[src/rtl/button_press_gen_if.sv]
// rtl/button_press_gen_if.sv - request handshake and button-line bundle for button_press_gen
interface button_press_gen_if;
  logic       start;
  logic [3:0] press_count;
  logic       ready;
  logic       busy;
  logic       done;
  logic       button;
  logic [3:0] presses_sent;

  // Test/control side drives requests and watches the waveform
  modport master (
    output start, press_count,
    input  ready, busy, done, button, presses_sent
  );

  // Generator side
  modport slave (
    input  start, press_count,
    output ready, busy, done, button, presses_sent
  );
endinterface

[src/rtl/button_press_gen.sv]
// rtl/button_press_gen.sv - active-low button waveform generator emitting N presses per request; optional contact bounce under BUTTON_BOUNCE_EN
module button_press_gen #(
  parameter int PRESS_CYCLES   = 4,
  parameter int GAP_CYCLES     = 4,
  parameter int CW             = 16,
  parameter int BOUNCE_TOGGLES = 2
) (
  input logic               Clock,
  input logic               Reset,
  button_press_gen_if.slave bus
);

  // Reject configurations the counters cannot represent
  if (PRESS_CYCLES < 1 || GAP_CYCLES < 1 || BOUNCE_TOGGLES < 0 ||
      (CW < 32 && ((PRESS_CYCLES - 1) >= (1 << CW) || (GAP_CYCLES - 1) >= (1 << CW)))) begin : g_bad_params
    $error("button_press_gen: illegal timing parameters");
  end

  localparam logic [CW-1:0] PRESS_LAST = CW'(PRESS_CYCLES - 1);
  localparam logic [CW-1:0] GAP_LAST   = CW'(GAP_CYCLES - 1);

`ifdef BUTTON_BOUNCE_EN
  if (BOUNCE_TOGGLES < 1) begin : g_bad_bounce
    $error("button_press_gen: BOUNCE_TOGGLES must be >= 1 with bounce enabled");
  end
  localparam logic [CW-1:0] BOUNCE_LAST = CW'(2 * BOUNCE_TOGGLES - 1);
  typedef enum logic [2:0] {IDLE, PRESS, GAP, DONE, BOUNCE} state_t;
  // Every press begins with the bounce burst
  localparam state_t ENTRY = BOUNCE;
`else
  typedef enum logic [1:0] {IDLE, PRESS, GAP, DONE} state_t;
  localparam state_t ENTRY = PRESS;
`endif

  state_t        state;
  logic [CW-1:0] cnt;
  logic [3:0]    remaining;

  // Single FSM: sequencing, timing counter and all registered outputs
  always_ff @(posedge Clock or posedge Reset) begin
    if (Reset) begin
      state            <= IDLE;
      cnt              <= '0;
      remaining        <= '0;
      bus.ready        <= 1'b1;
      bus.busy         <= 1'b0;
      bus.done         <= 1'b0;
      bus.button       <= 1'b1;
      bus.presses_sent <= '0;
    end else begin
      bus.done <= 1'b0;
      case (state)
        IDLE: begin
          if (bus.start) begin
            bus.ready <= 1'b0;
            if (bus.press_count == 4'd0) begin
              remaining <= '0;
              state     <= DONE;
              bus.done  <= 1'b1;
            end else begin
              // Press counted on entry; remaining holds presses still to come
              remaining        <= bus.press_count - 4'd1;
              state            <= ENTRY;
              cnt              <= '0;
              bus.busy         <= 1'b1;
              bus.button       <= 1'b0;
              bus.presses_sent <= bus.presses_sent + 4'd1;
            end
          end
        end
`ifdef BUTTON_BOUNCE_EN
        BOUNCE: begin
          // Alternate 0,1 each cycle, then settle into the full low phase
          if (cnt == BOUNCE_LAST) begin
            state      <= PRESS;
            cnt        <= '0;
            bus.button <= 1'b0;
          end else begin
            cnt        <= cnt + CW'(1);
            bus.button <= ~bus.button;
          end
        end
`endif
        PRESS: begin
          if (cnt == PRESS_LAST) begin
            state      <= GAP;
            cnt        <= '0;
            bus.button <= 1'b1;
          end else begin
            cnt <= cnt + CW'(1);
          end
        end
        GAP: begin
          // Release phase follows every press so the last one is seen ending
          if (cnt == GAP_LAST) begin
            cnt <= '0;
            if (remaining != 4'd0) begin
              remaining        <= remaining - 4'd1;
              state            <= ENTRY;
              bus.button       <= 1'b0;
              bus.presses_sent <= bus.presses_sent + 4'd1;
            end else begin
              state    <= DONE;
              bus.busy <= 1'b0;
              bus.done <= 1'b1;
            end
          end else begin
            cnt <= cnt + CW'(1);
          end
        end
        DONE: begin
          state     <= IDLE;
          bus.ready <= 1'b1;
        end
        default: begin
          state     <= IDLE;
          cnt       <= '0;
          bus.ready <= 1'b1;
          bus.busy  <= 1'b0;
          bus.button <= 1'b1;
        end
      endcase
    end
  end

endmodule

[src/flat_wrapper.sv]
// flat-port wrapper written by rule: the top's interface ports become plain ports
module button_press_gen_flat 
#(
  parameter int PRESS_CYCLES   = 4,
  parameter int GAP_CYCLES     = 4,
  parameter int CW             = 16,
  parameter int BOUNCE_TOGGLES = 2
)
  (Clock, Reset, bus_start, bus_press_count, bus_ready, bus_busy, bus_done, bus_button, bus_presses_sent);
  button_press_gen_if bus_i ();
  input logic Clock;
  input logic Reset;
  input wire logic [$bits(bus_i.start)-1:0] bus_start;
  input wire logic [$bits(bus_i.press_count)-1:0] bus_press_count;
  output wire logic [$bits(bus_i.ready)-1:0] bus_ready;
  output wire logic [$bits(bus_i.busy)-1:0] bus_busy;
  output wire logic [$bits(bus_i.done)-1:0] bus_done;
  output wire logic [$bits(bus_i.button)-1:0] bus_button;
  output wire logic [$bits(bus_i.presses_sent)-1:0] bus_presses_sent;
  assign bus_i.start = bus_start;
  assign bus_i.press_count = bus_press_count;
  assign bus_ready = bus_i.ready;
  assign bus_busy = bus_i.busy;
  assign bus_done = bus_i.done;
  assign bus_button = bus_i.button;
  assign bus_presses_sent = bus_i.presses_sent;
  button_press_gen #(.PRESS_CYCLES(PRESS_CYCLES), .GAP_CYCLES(GAP_CYCLES), .CW(CW), .BOUNCE_TOGGLES(BOUNCE_TOGGLES)) u_core (.Clock(Clock), .Reset(Reset), .bus(bus_i));
endmodule
[config.mk]
export PLATFORM = sky130hd
export DESIGN_NAME = button_press_gen_flat
export DESIGN_NICKNAME = d
export VERILOG_FILES = /design/src/rtl/button_press_gen_if.sv /design/src/rtl/button_press_gen.sv /design/src/flat_wrapper.sv
export SDC_FILE = /design/constraint.sdc
export NUM_CORES = 1
export LEC_CHECK = 0
export ABC_CLOCK_PERIOD_IN_PS = 2540
export CORE_MARGIN = 2
export CORE_UTILIZATION = 30
export CTS_CLUSTER_DIAMETER = 50
export DETAILED_ROUTE_END_ITERATION = 7
export PLACE_DENSITY = 0.58
export SYNTH_ARGS = -nofsm -noshare
export SYNTH_HDL_FRONTEND = slang
export SYNTH_SLANG_ARGS = --single-unit
export TNS_END_PERCENT = 5
[constraint.sdc]
create_clock -name Clock -period 2.54 [get_ports Clock]
set_input_delay 0.254 -clock Clock [delete_from_list [all_inputs] [get_ports Clock]]
set_output_delay 0.254 -clock Clock [all_outputs]
set_load 0.005 [all_outputs]
; Yosys cells after proc, flatten, opt, wreduce, memory -nomap -nowiden
; Index checks and enable logic that the tools add are counted.
[totals]
register_bits = 30
input_bits = 7
out_inout_bits = 8
elab_cells = 75
[op_classes]
n_addsub = 4
eq_ne = 10
muxes = 38
n_reduce_logical = 15
[ops]
columns = cell, count
row1 = two-way mux 16 bit, 3
row2 = two-way mux 4 bit, 8
row3 = one-hot mux 16 bit (2 select lines), 1
row4 = "adder 16 x 1 -> 16 bit, second input constant", 1
row5 = "== test 16 x 2 -> 1 bit, second input constant", 1
row6 = one-hot mux 4 bit (2 select lines), 2
row7 = two-way mux 1 bit, 14
row8 = two-way mux 2 bit, 5
row9 = AND reduction 5 bit, 2
row10 = one-hot mux 2 bit (4 select lines), 1
row11 = "subtractor 4 x 1 -> 4 bit, second input constant", 2
row12 = "!= test 2 x 1 -> 1 bit, second input constant", 3
row13 = "!= test 2 bit, second input constant", 3
row14 = one-hot mux 1 bit (2 select lines), 3
row15 = AND reduction 3 bit, 2
row16 = AND reduction 6 bit, 1
row17 = nonzero test 2 bit, 3
row18 = "adder 4 x 1 -> 4 bit, second input constant", 1
row19 = "== test 2 bit, second input constant", 2
row20 = logical NOT 4 bit, 1
row21 = AND reduction 4 bit, 1
row22 = nonzero test 4 bit, 1
row23 = one-hot mux 1 bit (3 select lines), 1
row24 = nonzero test 3 bit, 1
row25 = other kinds (4), 4

; Logic depth before layout (Yosys ltp)
; Gate-level depths: netlist of the first run.
[depth]
depth_word = 4
ltp_mapped = 8
mapped_depth_nobuf = 7

; Least setup slack after synthesis of the first run
; Ideal clock, no wire load.
[synth_path]
path_type = register to register
from = reg u_core.state[0]
to = reg u_core.remaining[3]
setup_ns = 0.121
arrival_ns = 1.994
t_required_ns = 2.419
slack_ns = 0.425
path_stages_with_launch = 9
n_path_buf = 1
synth_period_minus_slack_ns = 2.115
path_cell_list = dfrtp_1 > inv_1 > ha_1 > clkbuf_2 > nor4bb_1 > nor3_1 > o21ai_1 > a21oi_1 > o22a_1
[synth_via]
elab_chain_len = 3
elab_cells_between_ends = 8
cone_classes = 4 x eq/ne / 1 x mux / 3 x reduce/logical
[synth_lines]
columns = element, line
row1 = start: declaration, button_press_gen.sv:35  ; state_t state;
row2 = start signal: assignment, button_press_gen.sv:42  ; state <= IDLE;
row3 = start signal: assignment, button_press_gen.sv:58  ; state <= DONE;
row4 = start signal: assignment, button_press_gen.sv:63  ; state <= ENTRY;
row5 = == test 2 bit / logical NOT 2 bit (equally long branches), button_press_gen.sv:52  ; case (state)
row6 = != test 2 x 1 -> 1 bit (no source line) (tied with other cells), -
row7 = AND reduction 4 bit (no source line), -
row8 = end signal: assignment, button_press_gen.sv:62  ; remaining <= bus.press_count - 4'd1;
row9 = end signal: assignment, button_press_gen.sv:98  ; remaining <= remaining - 4'd1;
row10 = end: declaration, button_press_gen.sv:37  ; logic [3:0] remaining;
; Parallel ways exist; a longest one is shown, timed or not.
; A chain may end at the register's enable or synchronous reset.

; Worst setup path after layout of the first run
[layout_path]
from = reg u_core.cnt[0]
to = reg u_core.bus.presses_sent[1]
[layout_via]
elab_chain_len = 3
[layout_lines]
columns = element, line
row1 = start: declaration, button_press_gen.sv:36  ; logic [CW-1:0] cnt;
row2 = start signal: assignment, button_press_gen.sv:90  ; cnt <= cnt + CW'(1);
row3 = start signal: assignment, button_press_gen.sv:108  ; cnt <= cnt + CW'(1);
row4 = == test 16 x 2 -> 1 bit, button_press_gen.sv:95  ; if (cnt == GAP_LAST) begin
row5 = != test 2 x 1 -> 1 bit (no source line), -
row6 = AND reduction 5 bit (no source line), -
row7 = end signal: assignment, button_press_gen.sv:67  ; bus.presses_sent <= bus.presses_sent + 4'd1;
row8 = end signal: assignment, button_press_gen.sv:101  ; bus.presses_sent <= bus.presses_sent + 4'd1;
row9 = end: declaration, button_press_gen_if.sv:20  ; output ready, busy, done, button, presses_sent
; No other way between the ends.

==> summary.md, run 1 <==
| Metric | Value |
|---|---|
| CP Max Fanout | `5` |
| Total of max-cap violations | `0` |
| Final net count | `roughly 240` |
| Synth warn | `0` |
| Pin count of the biggest net entering global routing | `31` |
| Max incr delay on CP | `around 0.49 ns` |
| Io pins | `15` |
| Cell accounting for the most synthesized area | `dfrtp_1` |
| Place WS | `~0.18 ns` |
| Critical-path cell list | `ha_1 > nor4b_1 > nand4_1 > a221oi_2 > mux2_2` |
| Via density per instance | `5.22` |
| Slew headroom | `0.471` |
| Status | `finished clean` |
| Initial Util | `0.305` |
| Post-synth EDFFs | `0` |
| Final ANT Viol Nets | `0` |
| P&R area growth vs syn | `19.6%` |
| P_leak | `between 0.8 and 0.9 nW` |
| Register bit total from synthesis | `30` |
| Slowest CP cell | `a221oi_2` |
| Clock slew at reported path FFs | `0.07 ns` |
| Clock skew | `a little over 0.01 ns` |
| Yosys cell types | `between 50 and 60` |
| Worst Path Required | `approximately 2.7 ns` |
| Worst skew pair latency | `0.28 ns` |
| CTS Buffer Depth | `2` |
| Iter 0 DRT Violations | `91` |
| Register Area | `753 um^2` |
| VDD IR max | `648 uV` |
| Seq/Total Area, Yosys | `0.422` |
| # resized after CTS | `0` |
| Share of cells above drive strength 1 | `0.103` |
| First-pass GRT wire length | `slightly below 7000 um` |
| Post-synth top area share | `0.392` |
| Peak Freq | `~440 MHz` |
| Final hold slack | `0.352 ns` |
| # port buffers | `14` |
| Max-slew violation count | `0` |
| Main synth FF type | `dfrtp_1` |
| Number of instances in the placed design | `292` |
| Share of flip-flops with an asynchronous set or reset | `1.00` |
| PwrDens | `approximately 1200 nW/um^2` |
| DIE WIDTH | `81.1 um` |
| Synth Cell Area | `1790 um^2` |
| Gr ovfl total | `0` |
| WP data arrival | `2.44 ns` |
| Setup Viol. Count Final | `0` |
| Initial antenna violation count | `0` |
| Detail Placement HPWL | `~3000 um` |
| P_sw | `~0.0011 W` |
| Commonest cells after routing, fill and taps aside | `28 x dfrtp_1, 22 x nand2_1, 14 x clkdlybuf4s50_1` |
| Syn avg cell area | `~9 um^2` |
| Clk pwr share | `0.145` |
| Std cell rows | `28` |
| Commonest non-fill, non-tap cell in the layout | `dfrtp_1` |
| Cell internal pwr | `about 0.0014 W` |
| Hold_buf cts | `0` |
| Synthesized net count | `roughly 210` |
| Startpoint Class | `flop` |
| Final Critical Period | `about 2.3 ns` |
| # diodes | `0` |
| Via count | `~1600` |
| Worst hold path type | `primary input to async pin` |
| Final Total Pwr | `0.00248 W` |
| Total core area | `5850 um^2` |
| CTS Sinks | `30` |
| Clock root cell | `clkbuf_8` |
| RSZ-0062 raised after global routing | `no` |
| Crit path kind | `flop to flop` |
| Synth Area in Simple Gates | `0.233` |
| DR WL/cell | `~13 um` |
| XOR/XNOR share of the synthesized area | `0.0147` |
| Setup tns final | `0 ns` |
| Final RePlAce weighted congestion | `0.823` |
| H-tree depth | `2` |
| Sequential Power Share | `0.307` |
| Final Hold Fails | `0` |
| Switching share of power | `0.437` |
| Final WS setup | `0.260 ns` |
| WL final | `3960 um` |
| Adder-cell area share of the yosys netlist | `0.0561` |
| Initial DRT Pass Iterations | `4` |
| Post-Syn Instances | `199` |
| GRT Total Usage | `0.136` |
| R2r worst-path depth | `5` |
| Ranking of synthesized cells by area | `dfrtp_1 39%, ha_1 5.6%, nand2_1 4.6%` |
| Residual DRC count | `0` |
| Largest family of logic cells by synthesized area | `simple AND/OR/NAND/NOR gates` |
| Num CTS Buffers | `5` |
| Vias in the first global route | `1453` |
| Synth Area in Compound Gates | `0.221` |
| Tightest Pin Transition | `a little under 0.8 ns` |
| Tcrit/Tclk final | `0.898` |
| Multiplexer area fraction after synthesis | `0.0119` |
| Setup crit end kind | `flop` |
| CTS tree | `yes` |
| Part of the power in combinational logic | `0.549` |
| Die Height | `81.1 um` |
| Full die area | `~6600 um^2` |
| Post-CTS setup buffers | `0` |
| Area of the multi-input gates | `958 um^2` |
| Filler instances | `~600` |
| Non-Filler Instances | `between 200 and 300` |
[cells in the mapped netlist (2+ instances only)]
master / n
nor2_1: 11
nor4_1: 4
a2bb2oi_1: 2
a21o_1: 2
or3_1: 2
a22o_1: 2
o22ai_1: 2
xnor2_1: 2
o22a_1: 3
nor2b_1: 4
nor3_1: 11
nand4_1: 5
dfstp_2: 2
nand2_1: 22
ha_1: 8
clkbuf_1: 2
nand2b_1: 2
nand3_1: 9
o21ai_0: 12
dfrtp_1: 28
a31oi_1: 7
a211oi_1: 2
or4_1: 3
inv_1: 12
o21ai_1: 2
a21oi_1: 13
[per-layer routing]
| metal | wire, um | track usage | vias to the layer above |
|---|---|---|---|
| li1 | - | - | 799 |
| met1 | 1880 | 0.179 | 733 |
| met2 | 1890 | 0.213 | 21 |
| met3 | 122 | 0.0300 | 8 |
| met4 | 68 | 0.0593 | 0 |
| met5 | 0 | 0 | - |
[power groups by stage]
stage | registers, W | clock network (W) | logic, W
floorplan | 0.000747 | 0 | 0.000970
global placement | 0.000768 | 0 | 0.00135
detailed placement | 0.000774 | 0 | 0.00136
CTS | 0.000764 | 0.000373 | 0.00137
global route | 0.000788 | 0.000394 | 0.00153
finish | 0.000762 | 0.000359 | 0.00136
[worst paths after layout]
check / from / endpoint / slack (ns)
max: u_core.cnt[0]$_DFFE_PP0P_ / u_core.bus.presses_sent[1]$_DFFE_PP0P_ / 0.26
min: Reset / u_core.cnt[14]$_DFFE_PP0P_ / 0.35
max reg2reg: u_core.cnt[0]$_DFFE_PP0P_ / u_core.bus.presses_sent[1]$_DFFE_PP0P_ / 0.26
min reg2reg: u_core.bus.presses_sent[3]$_DFFE_PP0P_ / u_core.bus.presses_sent[3]$_DFFE_PP0P_ / 0.47
max in group asynchronous: Reset / u_core.bus.ready$_DFFE_PP1P_ / 1.86
min in group Clock: u_core.bus.presses_sent[3]$_DFFE_PP0P_ / u_core.bus.presses_sent[3]$_DFFE_PP0P_ / 0.47
[state kept, by name, summed over array words and instances, names as in the netlist]
name / flops
u_core.bus.button: 1
u_core.state: 2
u_core.bus.presses_sent: 4
u_core.bus.ready: 1
u_core.bus.busy: 1
u_core.remaining: 4
u_core.cnt: 16
u_core.bus.done: 1
[worst max-delay path, delay by kind of cell (launching register included)]
kind                       cells  cell delay (ns)
DFF                            1             0.40
muxes                          1             0.38
and+or+nand+nor                2             0.71
AOI/OAI and AO/OA              1             0.49
adders and majority gates      1             0.19
[layout make-up]
class	count	share of cell area
sequential	30	0.353
timing repair buffer	23	0.0973
tap	75	0.0440
inverter	12	0.0211
clock buffer	7	0.0358
multi-input combinational	152	0.449
[cells by family after synthesis]
family          count (synthesis)
flops                          30
buf+inv                        17
xor+xnor                        3
mux                             2
compound gates                 59
simple gates                   80
fa+ha+maj                       8
[per-stage QoR]
| stage | instance area [um^2] | utilization |
|---|---|---|
| global placement | 2060 | 0.352 |
| CTS | 2130 | 0.365 |
| detailed placement | 2060 | 0.352 |
| finish | 2130 | 0.365 |
| global route | 2130 | 0.365 |
| floorplan | 1790 | - |
No activity file was read; power rests on OpenSTA's default activity.
==> run 2, diff against run 1 <==
- CORE_UTILIZATION: 30 -> 57
- CTS_CLUSTER_DIAMETER: 50 -> unset
- PLACE_DENSITY: 0.58 -> 0.9
- RECOVER_POWER: unset -> 25
==> run 2 against run 1 <==
Effect of this change:
- die area down 45%
- clock skew down 0.0059 ns
- register-to-register slack about the same
- critical endpoint unchanged
- global-route usage up 10 points
==> summary.md, run 2 (same netlist as run 1, synthesis figures left out) <==
| Metric | Value |
|---|---|
| PwrDens | `approximately 1200 nW/um^2` |
| Clock slew at reported path FFs | `approximately 0.09 ns` |
| Post-place instance area | `between 2000 and 2500 um^2` |
| Residual DRC count | `0` |
| Die Height | `around 60 um` |
| Std cell rows | `20` |
| Initial Util | `0.590` |
| Slew headroom | `0.424` |
| Max-slew violation count | `0` |
| Iter 0 DRT Violations | `approximately 150` |
| FF-to-FF Start | `u_core.cnt[0]$_DFFE_PP0P_` |
| Worst hold path type | `primary input to async pin` |
| H-tree depth | `2` |
| Final Hold Fails | `0` |
| Detail Placement HPWL | `~2900 um` |
| Final RePlAce weighted congestion | `roughly 0.84` |
| WP data arrival | `~2.5 ns` |
| Final Critical Period | `2.28 ns` |
| Commonest non-fill, non-tap cell in the layout | `dfrtp_1` |
| WL final | `between 3000 and 4000 um` |
| P&R area growth vs syn | `19.3%` |
| Final hold slack | `0.391 ns` |
| Full die area | `about 3600 um^2` |
| Setup tns final | `0 ns` |
| Top flop regs | `u_core.cnt: 16 flops, u_core.bus.presses_sent: 4 flops, u_core.remaining: 4 flops` |
| Initial antenna violation count | `0` |
| Max reg flops | `16` |
| Post-CTS setup buffers | `0` |
| Worst Path Required | `between 2 and 3 ns` |
| Clock skew | `0.00430 ns` |
| CTS Buffer Depth | `2` |
| Final Core Density | `0.703` |
| Filler instances | `around 230` |
| Via density per instance | `slightly below 6` |
| Num CTS Buffers | `5` |
| RSZ-0062 raised after global routing | `no` |
| # port buffers | `14` |
| CP Max Fanout | `5` |
| VDD IR max | `slightly below 1000 uV` |
| Place WS | `about 0.024 ns` |
| Tightest Pin Transition | `0.864 ns` |
| Final WS setup | `approximately 0.26 ns` |
| CTS tree | `yes` |
| Peak Freq | `roughly 440 MHz` |
| Pin count of the biggest net entering global routing | `18` |
| Total core area | `slightly above 3000 um^2` |
| Post-layout instance area | `2130 um^2` |
| Most flop-heavy register | `u_core.cnt` |
| Initial DRT Pass Iterations | `5` |
| Crit path kind | `flop to flop` |
| Via count | `around 1600` |
| CTS Sinks | `30` |
| DIE WIDTH | `60.0 um` |
| Share of cells above drive strength 1 | `0.131` |
| # diodes | `0` |
| Commonest cells after routing, fill and taps aside | `28 x dfrtp_1, 22 x nand2_1, 13 x a21oi_1, 13 x clkdlybuf4s50_1` |
| Gr ovfl total | `0` |
| Vias in the first global route | `1426` |
| First-pass GRT wire length | `~6400 um` |
| DR WL/cell | `roughly 14 um` |
| Worst skew pair latency | `about 0.33 ns` |
| Clock root cell | `clkbuf_4` |
| Status | `finished clean` |
| Setup Viol. Count Final | `0` |
| Critical path origin | `u_core.cnt[0]$_DFFE_PP0P_` |
| Io pins | `15` |
| Final ANT Viol Nets | `0` |
| Setup crit end kind | `flop` |
| P_leak | `about 0.89 nW` |
| Final net count | `243` |
| GRT Total Usage | `0.240` |
| Startpoint Class | `flop` |
| Tcrit/Tclk final | `0.897` |
| Total of max-cap violations | `0` |
-- run 2: cell types whose count changed in the layout (fill, tap and decap cells not counted), sizes merged --
cell	change
buf	+3
clkbuf	+2
clkdlybuf4s50	-1
dlygate4sd3	+1
-- run 2: through the flow --
| step | power [W] | std cells |
|---|---|---|
| 2_1_floorplan | 0.00172 | 199 |
| 3_3_place_gp | 0.00209 | 265 |
| 3_5_place_dp | 0.00214 | 265 |
| 4_1_cts | 0.00250 | 273 |
| 5_1_grt | 0.00273 | 273 |
| 6_report | 0.00251 | 273 |
-- run 2: where the power goes --
part	switching, W	internal [W]
sequential	0.000133	0.000631
clock	0.000161	0.000189
combinational	0.000789	0.000604
-- run 2: routing by layer --
layer  track usage  up-vias  part of all wire
li1              -      800                 -
met1         0.312      745              0.47
met2         0.380       22              0.48
met3        0.0628       10             0.033
met4        0.0921        0             0.021
met5             0        -                 0
-- run 2: final timing paths --
check,depth (start not counted),slack (ns),to
max,5,0.26,u_core.bus.presses_sent[1]$_DFFE_PP0P_
min,2,0.39,u_core.bus.presses_sent[3]$_DFFE_PP0P_
max reg2reg,5,0.26,u_core.bus.presses_sent[1]$_DFFE_PP0P_
min reg2reg,1,0.47,u_core.bus.presses_sent[3]$_DFFE_PP0P_
max in group asynchronous,3,1.00,u_core.cnt[5]$_DFFE_PP0P_
min in group Clock,1,0.47,u_core.bus.presses_sent[3]$_DFFE_PP0P_
-- run 2: layout make-up --
type | count | area [um^2] | area share
flip-flops and latches | 30 | 753 | 0.354
repair buffers | 27 | 234 | 0.110
multi-input cells | 152 | 963 | 0.452
inverters | 12 | 45.0 | 0.0212
clock buffers | 8 | 78.8 | 0.0370
well taps | 44 | 55.1 | 0.0259
-- run 2: what timing repair did --
item                                    4_1_cts  5_1_grt
endpoints found under the setup margin        0        5
hold buffers                                  0        0
resized for setup                             0        1
-- run 2: worst max-delay path, cell delays in order, from the launching register on --
cell      delay [ns]
dfrtp_1         0.41
ha_1            0.19
nor4b_1         0.34
nand4_1         0.31
a221oi_2        0.54
mux2_2          0.38
